**src/rtl/ddr_tx_ctrl.sv**
```systemverilog
// Burst sequencer feeding a DDR data lane and forwarded strobe lane with preamble/postamble framing.
// Optional training-pattern bursts are enabled by defining DDR_TX_CTRL_TRAIN_EN.
module ddr_tx_ctrl #(
  parameter int unsigned      WIDTH       = 8,
  parameter int unsigned      BURST_W     = 8,
  parameter int unsigned      PRE_CYCLES  = 1,
  parameter int unsigned      POST_CYCLES = 1,
  parameter logic [WIDTH-1:0] IDLE_VAL    = '0
) (
  input  logic                 clk,
  input  logic                 rst_n,
  input  logic                 start,
  input  logic [BURST_W-1:0]   burst_len,
  input  logic                 train,
  input  logic [2*WIDTH-1:0]   s_data,
  input  logic                 s_valid,
  output logic                 s_ready,
  output logic [WIDTH-1:0]     ddr_h,
  output logic [WIDTH-1:0]     ddr_l,
  output logic                 ddr_oe,
  output logic                 strb_h,
  output logic                 strb_l,
  output logic                 busy,
  output logic                 done,
  output logic                 underrun
);

  localparam int unsigned PH_MAX = (PRE_CYCLES > POST_CYCLES) ? PRE_CYCLES : POST_CYCLES;
  localparam int unsigned PH_W   = (PH_MAX > 1) ? $clog2(PH_MAX) : 1;
  localparam logic [PH_W-1:0] PRE_LAST  = PH_W'(PRE_CYCLES - 1);
  localparam logic [PH_W-1:0] POST_LAST = PH_W'(POST_CYCLES - 1);

  typedef enum logic [1:0] {
    S_IDLE,
    S_PRE,
    S_DATA,
    S_POST
  } state_t;

  state_t             state_q, state_d;
  logic [BURST_W-1:0] cnt_q, cnt_d;
  logic [PH_W-1:0]    ph_q, ph_d;
  logic [WIDTH-1:0]   h_q, h_d;
  logic [WIDTH-1:0]   l_q, l_d;
  logic               sh_q, sh_d;
  logic               sl_q, sl_d;
  logic               oe_q, oe_d;
  logic               busy_q, busy_d;
  logic               done_q, done_d;
  logic               und_q, und_d;

`ifdef DDR_TX_CTRL_TRAIN_EN
  localparam logic [WIDTH-1:0] PAT_A = WIDTH'({(WIDTH/2){2'b01}});
  localparam logic [WIDTH-1:0] PAT_B = WIDTH'({(WIDTH/2){2'b10}});

  logic train_q, train_d;
  logic pat_q, pat_d;

  assign s_ready = (state_q == S_DATA) && (cnt_q != '0) && !train_q;
`else
  logic unused_train;

  assign unused_train = train;
  assign s_ready      = (state_q == S_DATA) && (cnt_q != '0);
`endif

  always_comb begin
    state_d = state_q;
    cnt_d   = cnt_q;
    ph_d    = ph_q;
    h_d     = IDLE_VAL;
    l_d     = IDLE_VAL;
    sh_d    = 1'b0;
    sl_d    = 1'b0;
    oe_d    = oe_q;
    busy_d  = busy_q;
    done_d  = 1'b0;
    und_d   = und_q;
`ifdef DDR_TX_CTRL_TRAIN_EN
    train_d = train_q;
    pat_d   = pat_q;
`endif

    case (state_q)
      S_IDLE: begin
        if (start) begin
          if (burst_len != '0) begin
            state_d = S_PRE;
            cnt_d   = burst_len;
            ph_d    = '0;
            und_d   = 1'b0;
            busy_d  = 1'b1;
            oe_d    = 1'b1;
`ifdef DDR_TX_CTRL_TRAIN_EN
            train_d = train;
            pat_d   = 1'b0;
`endif
          end else begin
            done_d = 1'b1;
          end
        end
      end

      S_PRE: begin
        if (ph_q == PRE_LAST) begin
          state_d = S_DATA;
          ph_d    = '0;
        end else begin
          ph_d = ph_q + 1'b1;
        end
      end

      S_DATA: begin
`ifdef DDR_TX_CTRL_TRAIN_EN
        if (train_q) begin
          if (cnt_q != '0) begin
            h_d   = pat_q ? PAT_B : PAT_A;
            l_d   = pat_q ? PAT_A : PAT_B;
            sh_d  = 1'b1;
            pat_d = ~pat_q;
            cnt_d = cnt_q - 1'b1;
            if (cnt_q == BURST_W'(1)) begin
              state_d = S_POST;
              ph_d    = '0;
            end
          end
        end else
`endif
        if (s_valid && s_ready) begin
          h_d   = s_data[2*WIDTH-1:WIDTH];
          l_d   = s_data[WIDTH-1:0];
          sh_d  = 1'b1;
          cnt_d = cnt_q - 1'b1;
          if (cnt_q == BURST_W'(1)) begin
            state_d = S_POST;
            ph_d    = '0;
          end
        end else begin
          // Stall: lane returns to idle and the strobe pauses until data resumes.
          und_d = 1'b1;
        end
      end

      S_POST: begin
        if (ph_q == POST_LAST) begin
          state_d = S_IDLE;
          ph_d    = '0;
          oe_d    = 1'b0;
          busy_d  = 1'b0;
          done_d  = 1'b1;
        end else begin
          ph_d = ph_q + 1'b1;
        end
      end

      default: state_d = S_IDLE;
    endcase
  end

  always_ff @(posedge clk or negedge rst_n) begin
    if (!rst_n) begin
      state_q <= S_IDLE;
      cnt_q   <= '0;
      ph_q    <= '0;
      h_q     <= IDLE_VAL;
      l_q     <= IDLE_VAL;
      sh_q    <= 1'b0;
      sl_q    <= 1'b0;
      oe_q    <= 1'b0;
      busy_q  <= 1'b0;
      done_q  <= 1'b0;
      und_q   <= 1'b0;
`ifdef DDR_TX_CTRL_TRAIN_EN
      train_q <= 1'b0;
      pat_q   <= 1'b0;
`endif
    end else begin
      state_q <= state_d;
      cnt_q   <= cnt_d;
      ph_q    <= ph_d;
      h_q     <= h_d;
      l_q     <= l_d;
      sh_q    <= sh_d;
      sl_q    <= sl_d;
      oe_q    <= oe_d;
      busy_q  <= busy_d;
      done_q  <= done_d;
      und_q   <= und_d;
`ifdef DDR_TX_CTRL_TRAIN_EN
      train_q <= train_d;
      pat_q   <= pat_d;
`endif
    end
  end

  assign ddr_h    = h_q;
  assign ddr_l    = l_q;
  assign strb_h   = sh_q;
  assign strb_l   = sl_q;
  assign ddr_oe   = oe_q;
  assign busy     = busy_q;
  assign done     = done_q;
  assign underrun = und_q;

endmodule

```
**config.mk**
```make
export PLATFORM = sky130hd
export DESIGN_NAME = ddr_tx_ctrl
export DESIGN_NICKNAME = d
export VERILOG_FILES = /design/src/rtl/ddr_tx_ctrl.sv
export SDC_FILE = /design/constraint.sdc
export NUM_CORES = 1
export LEC_CHECK = 0
export BUFFER_PORTS_ARGS = -buffer_cell sky130_fd_sc_hd__buf_2
export CORE_ASPECT_RATIO = 1.1
export CORE_UTILIZATION = 40
export DETAILED_ROUTE_END_ITERATION = 10
export PLACE_DENSITY = 0.66
export SYNTH_ARGS = -nofsm -noshare
export SYNTH_HDL_FRONTEND = slang
export SYNTH_SLANG_ARGS = --single-unit
export TNS_END_PERCENT = 10
```
**constraint.sdc**
```tcl
create_clock -name clk -period 4.35 [get_ports clk]
set_input_delay 0.2175 -clock clk [delete_from_list [all_inputs] [get_ports clk]]
set_output_delay 0.2175 -clock clk [all_outputs]
set_load 0.02 [all_outputs]
```
Word-level counts from Yosys, hierarchy flattened. Cells that the tools add are included.

Flip-flop bits (word level): 31. Bits of input ports: 29. Output and inout bits: 23. Logic and storage cells: 68.

Add/subtract/negate cells: 2. Equality and inequality tests: 11. Multiplexer cells: 33. Reductions and logical operators: 13.

Operators with widths (number): 2-to-1 mux 8 bit (7); case mux 8 bit (2 select lines) (1); AND reduction 4 bit (4); nonzero test 8 bit (2); 2-to-1 mux 1 bit (14); 2-to-1 mux 2 bit (6); != test 2 bit (second input constant) (5); equality test 8 x 1 -> 1 bit (second input constant) (1); case mux 2 bit (4 select lines) (1); subtractor 8 x 1 -> 8 bit (second input constant) (1); case mux 1 bit (2 select lines) (3); AND reduction 6 bit (1); equality test 2 bit (second input constant) (2); != test 2 x 1 -> 1 bit (second input constant) (2); nonzero test 2 bit (2); case mux 1 bit (3 select lines) (1); equality test 2 x 1 -> 1 bit (second input constant) (1); logical AND 1 bit (2); zero test 2 bit (1); OR reduction 2 bit (1); adder 1 bit (second input constant) (1).

Logic depth before layout (Yosys ltp).
Word-level depth: 5. Gate-level depth with buffers: 9. Depth with buffers taken out: 7.

Worst setup path after synthesis. No wires, ideal clock.

Path kind: register -> register. Start point: reg cnt_q[0]. End point: reg cnt_q[4]. Library setup time: 64 ps. Arrival time: 1883 ps. Data required time: 4286 ps. Slack: 2402 ps. Stages on the path, launching flop included: 7. Buffers on the path: 0. Clock period less this slack: 1948 ps. Cells stage by stage: dfrtp_1 inv_1 ha_1 or3b_2 or4_1 a211oi_1 a211o_1.

Word-level cells in the longest chain between the ends: 5. Elaborated cells on any way between the ends: 8. Classes of those cells: add/sub: 1; eq/ne: 1; mux: 2; reduce/logical: 4.

RTL lines: start: declaration (line 41) `logic [BURST_W-1:0] cnt_q, cnt_d;`; start signal: assignment (line 179) `cnt_q <= cnt_d;`; branches (longest 5 deep; another with subtractor 8 x 1 -> 8 bit).

Parallel ways; which one is timed is not known. The select of a mux whose other input is x is not followed. A chain may end at the register's enable or synchronous reset.

Worst setup path in the final report.
Start point: reg cnt_q[0]. End point: reg cnt_q[3].

The elaborated chain is that of the path after synthesis.

==> results.toml <==
[status]
status = "complete, no violations"

[detailed_routing]
antenna_left = 0
drc_errors = 0
viasPerCell = 5.38
routed_wl_um = 3500
drtIter0Drc = 79
dr.pass1.iters = 4
wl_per_cell_um = 14.1
vias = 1340

[run]
drv_cap = 0

[worst_setup_path]
crit_top_cell = "inv_1"
end_kind = "register"
critical_path_class = "reg -> reg"
crit_arrival_ns = 2.61
cp_max_fo = 21
crit_buf_inv = 2
cp_cell_sequence = "inv_1 -> ha_1 -> nor3b_1 -> a21o_1 -> inv_1 -> a221oi_1 -> o221ai_1"
slowest_delay_ns = 0.59
cp.required_ns = 4.50
start_kind = "register"
cpLargestDelayFamily = "compound AO/OA/AOI/OAI gates"
crit_path_top_delay_cell = "nor3b_1"

[sta]
setup-tns-final_ns = 0
period_minus_slack_ns = 2.46
hold-worst-slack_ns = 0.147
finalSetupViolations = 0
finalHoldViolations = 0
relSlewSlack = 0.405
slew_violations = 0
worstMarginPinSlew_ns = 0.885
finalCritPeriodShare = 0.566
skew_ns = 0.00610
rsz0062_at_grt = "no"
fmax_ghz = 0.406

[pwr]
vdd_drop_max_uv = 288
pwr-share-seq = 0.353
switching_share = 0.422
power_switching_uw = 515
cellLeakagePower_nw = 0.972
power.density_mw_per_mm2 = 648
comb_power_share = 0.477
pwr-share-clk = 0.169
intPower_uw = 707

[clock_network]
clk_root_buffer_cell = "clkbuf_8"
clk_pin_slew_worst_paths_ns = 0.06
cts_buffers = 5
cts_resized = 0
cts_max_level = 2
cts_buffer_depth = 2
clock_latency_ns = 0.28
cts.sinks = 30
tritoncts = "yes"

[finish]
fill_cells = 345
diodes = 0
multi_input_area_um2 = 688
nets = 234
syn2layout_area_growth_pct = 22.5
ff_latch_area_um2 = 751
fin_cells = 249
layout_commonest_cell = "buf_2"
final_cell_mix = "buf_2, dfrtp_1, and2_1, inv_1, nor2_1"
drive_gt1_frac = 0.317

[synthesis]
ys_types = 43
syn_inst = 151
syn_nets = 186
ys_seq_elements = 30
syn_area_mm2 = 0.00154
avgSynthCellArea_um2 = 10.2
yosys_warnings = 0
yosysSeqAreaShare = 0.488

[place]
dpl.hpwl_um = 2520
numPortBuffers = 49
place_inst = 241
place.gp.congestion = 0.874

[grt]
grt_max_degree = 31
first_global_vias = 1216
grtUsageTotal = 0.185
grt_overflow = 0
antenna_found_initial = 0
grt_pass1_wl_um = 5580

[min_path]
hold_path.class = "in -> reg"

[floorplan]
dieArea_mm2 = 0.00410
ios = 52
row_count = 23
core_area_mm2 = 0.00365
die_w_um = 61.1
floorplan.initialDensity = 0.421
die_h_um = 67.0
==> power by group through the flow <==
| stage | Sequential [mW] | Clock [mW] | Combinational, mW |
|---|---|---|---|
| 6_report | 0.431 | 0.207 | 0.583 |
| 4_1_cts | 0.430 | 0.214 | 0.581 |
| 3_3_place_gp | 0.426 | 0 | 0.569 |
| 2_1_floorplan | 0.466 | 0 | 0.397 |
| 3_5_place_dp | 0.433 | 0 | 0.579 |
| 5_1_grt | 0.442 | 0.226 | 0.658 |
==> worst paths after layout <==
kind / from / end / slack [ns] / depth (start not counted)
max: cnt_q[0] / cnt_q[3] / 1.89 / 7
min: s_data[3] / ddr_l[3] / 0.15 / 2
min reg2reg: underrun / underrun / 0.51 / 1
max reg2reg: cnt_q[0] / cnt_q[3] / 1.89 / 7
max in group asynchronous: rst_n / ddr_h[2] / 3.40 / 2
min in group asynchronous: rst_n / done / 0.51 / 2
==> cell type report <==
cell class,instances,area share
clock inverter,2,0.00531
sequential,30,0.398
timing repair buffer,50,0.135
inverter,13,0.0259
clock buffer,5,0.0365
tap,50,0.0332
multi-input combinational,99,0.365
==> cell families (layout without fill, tap and decap cells) <==
kind of cell | after synthesis | after routing | synth area share
compound gates | 38 | 38 | 0.184
fa+ha+maj | 6 | 6 | 0.0488
buf+inv | 22 | 70 | 0.0643
flops | 30 | 30 | 0.488
mux | 4 | 4 | 0.0277
other cells | 1 | 1 | 0.00244
simple gates | 50 | 50 | 0.185
==> metal layers <==
layer	wire length [um]	track usage	vias to the layer above
met5	0	0	-
met4	38	0.0511	0
met3	262	0.0427	6
met2	1700	0.317	54
met1	1510	0.227	645
li1	-	-	635
==> synthesized netlist by cell type (all sizes together) <==
cell type | count | area share
and2 | 16 | 0.065
conb | 1 | 0.0024
buf | 3 | 0.017
a32oi | 1 | 0.0057
o21ai | 5 | 0.016
nor2 | 9 | 0.022
nor4b | 1 | 0.0057
o32a | 1 | 0.0065
a211o | 2 | 0.011
or3 | 2 | 0.0081
a211oi | 4 | 0.020
and3 | 2 | 0.0081
a41oi | 2 | 0.011
nor3 | 1 | 0.0033
and4b | 1 | 0.0065
nand3 | 3 | 0.0098
or3b | 1 | 0.0057
o22ai | 2 | 0.0081
ha | 6 | 0.049
mux2i | 2 | 0.013
clkbuf | 6 | 0.015
inv | 13 | 0.032
a2111oi | 1 | 0.0098
mux2 | 2 | 0.015
o2bb2ai | 3 | 0.017
dfrtp | 30 | 0.49
nand2 | 7 | 0.017
nor3b | 1 | 0.0049
nor2b | 1 | 0.0041
o211ai | 1 | 0.0049
a2bb2oi | 3 | 0.017
nor4 | 3 | 0.012
a21oi | 6 | 0.020
a31oi | 1 | 0.0041
a21o | 2 | 0.0098
a31o | 1 | 0.0057
or4 | 2 | 0.012
a221oi | 1 | 0.0057
o221ai | 2 | 0.011
==> sequential cells by signal (all words and copies together), names as in the netlist <==
name and flops:
cnt_q 8, ddr_h 8, ddr_l 8, underrun 1
strb_h 1, done 1, state_q 2, busy 1
==> per-stage QoR <==
stage          total power [mW]  utilization  cell area, um^2  setup WS [ns]
6_report                   1.22        0.516             1880           1.89
5_1_grt                    1.33        0.516             1880           1.50
4_1_cts                    1.23        0.516             1880           1.88
3_5_place_dp               1.01        0.491             1800           1.90
3_3_place_gp              0.995        0.491             1800           1.95
2_1_floorplan             0.863            -             1540           2.40
==> timing repair <==
action / 4_1_cts / 5_1_grt
hold endpoints to repair: 21 / 0
buffers inserted: 0 / 0
hold buffers: 1 / 0
Power figures use the tool's default switching activity.
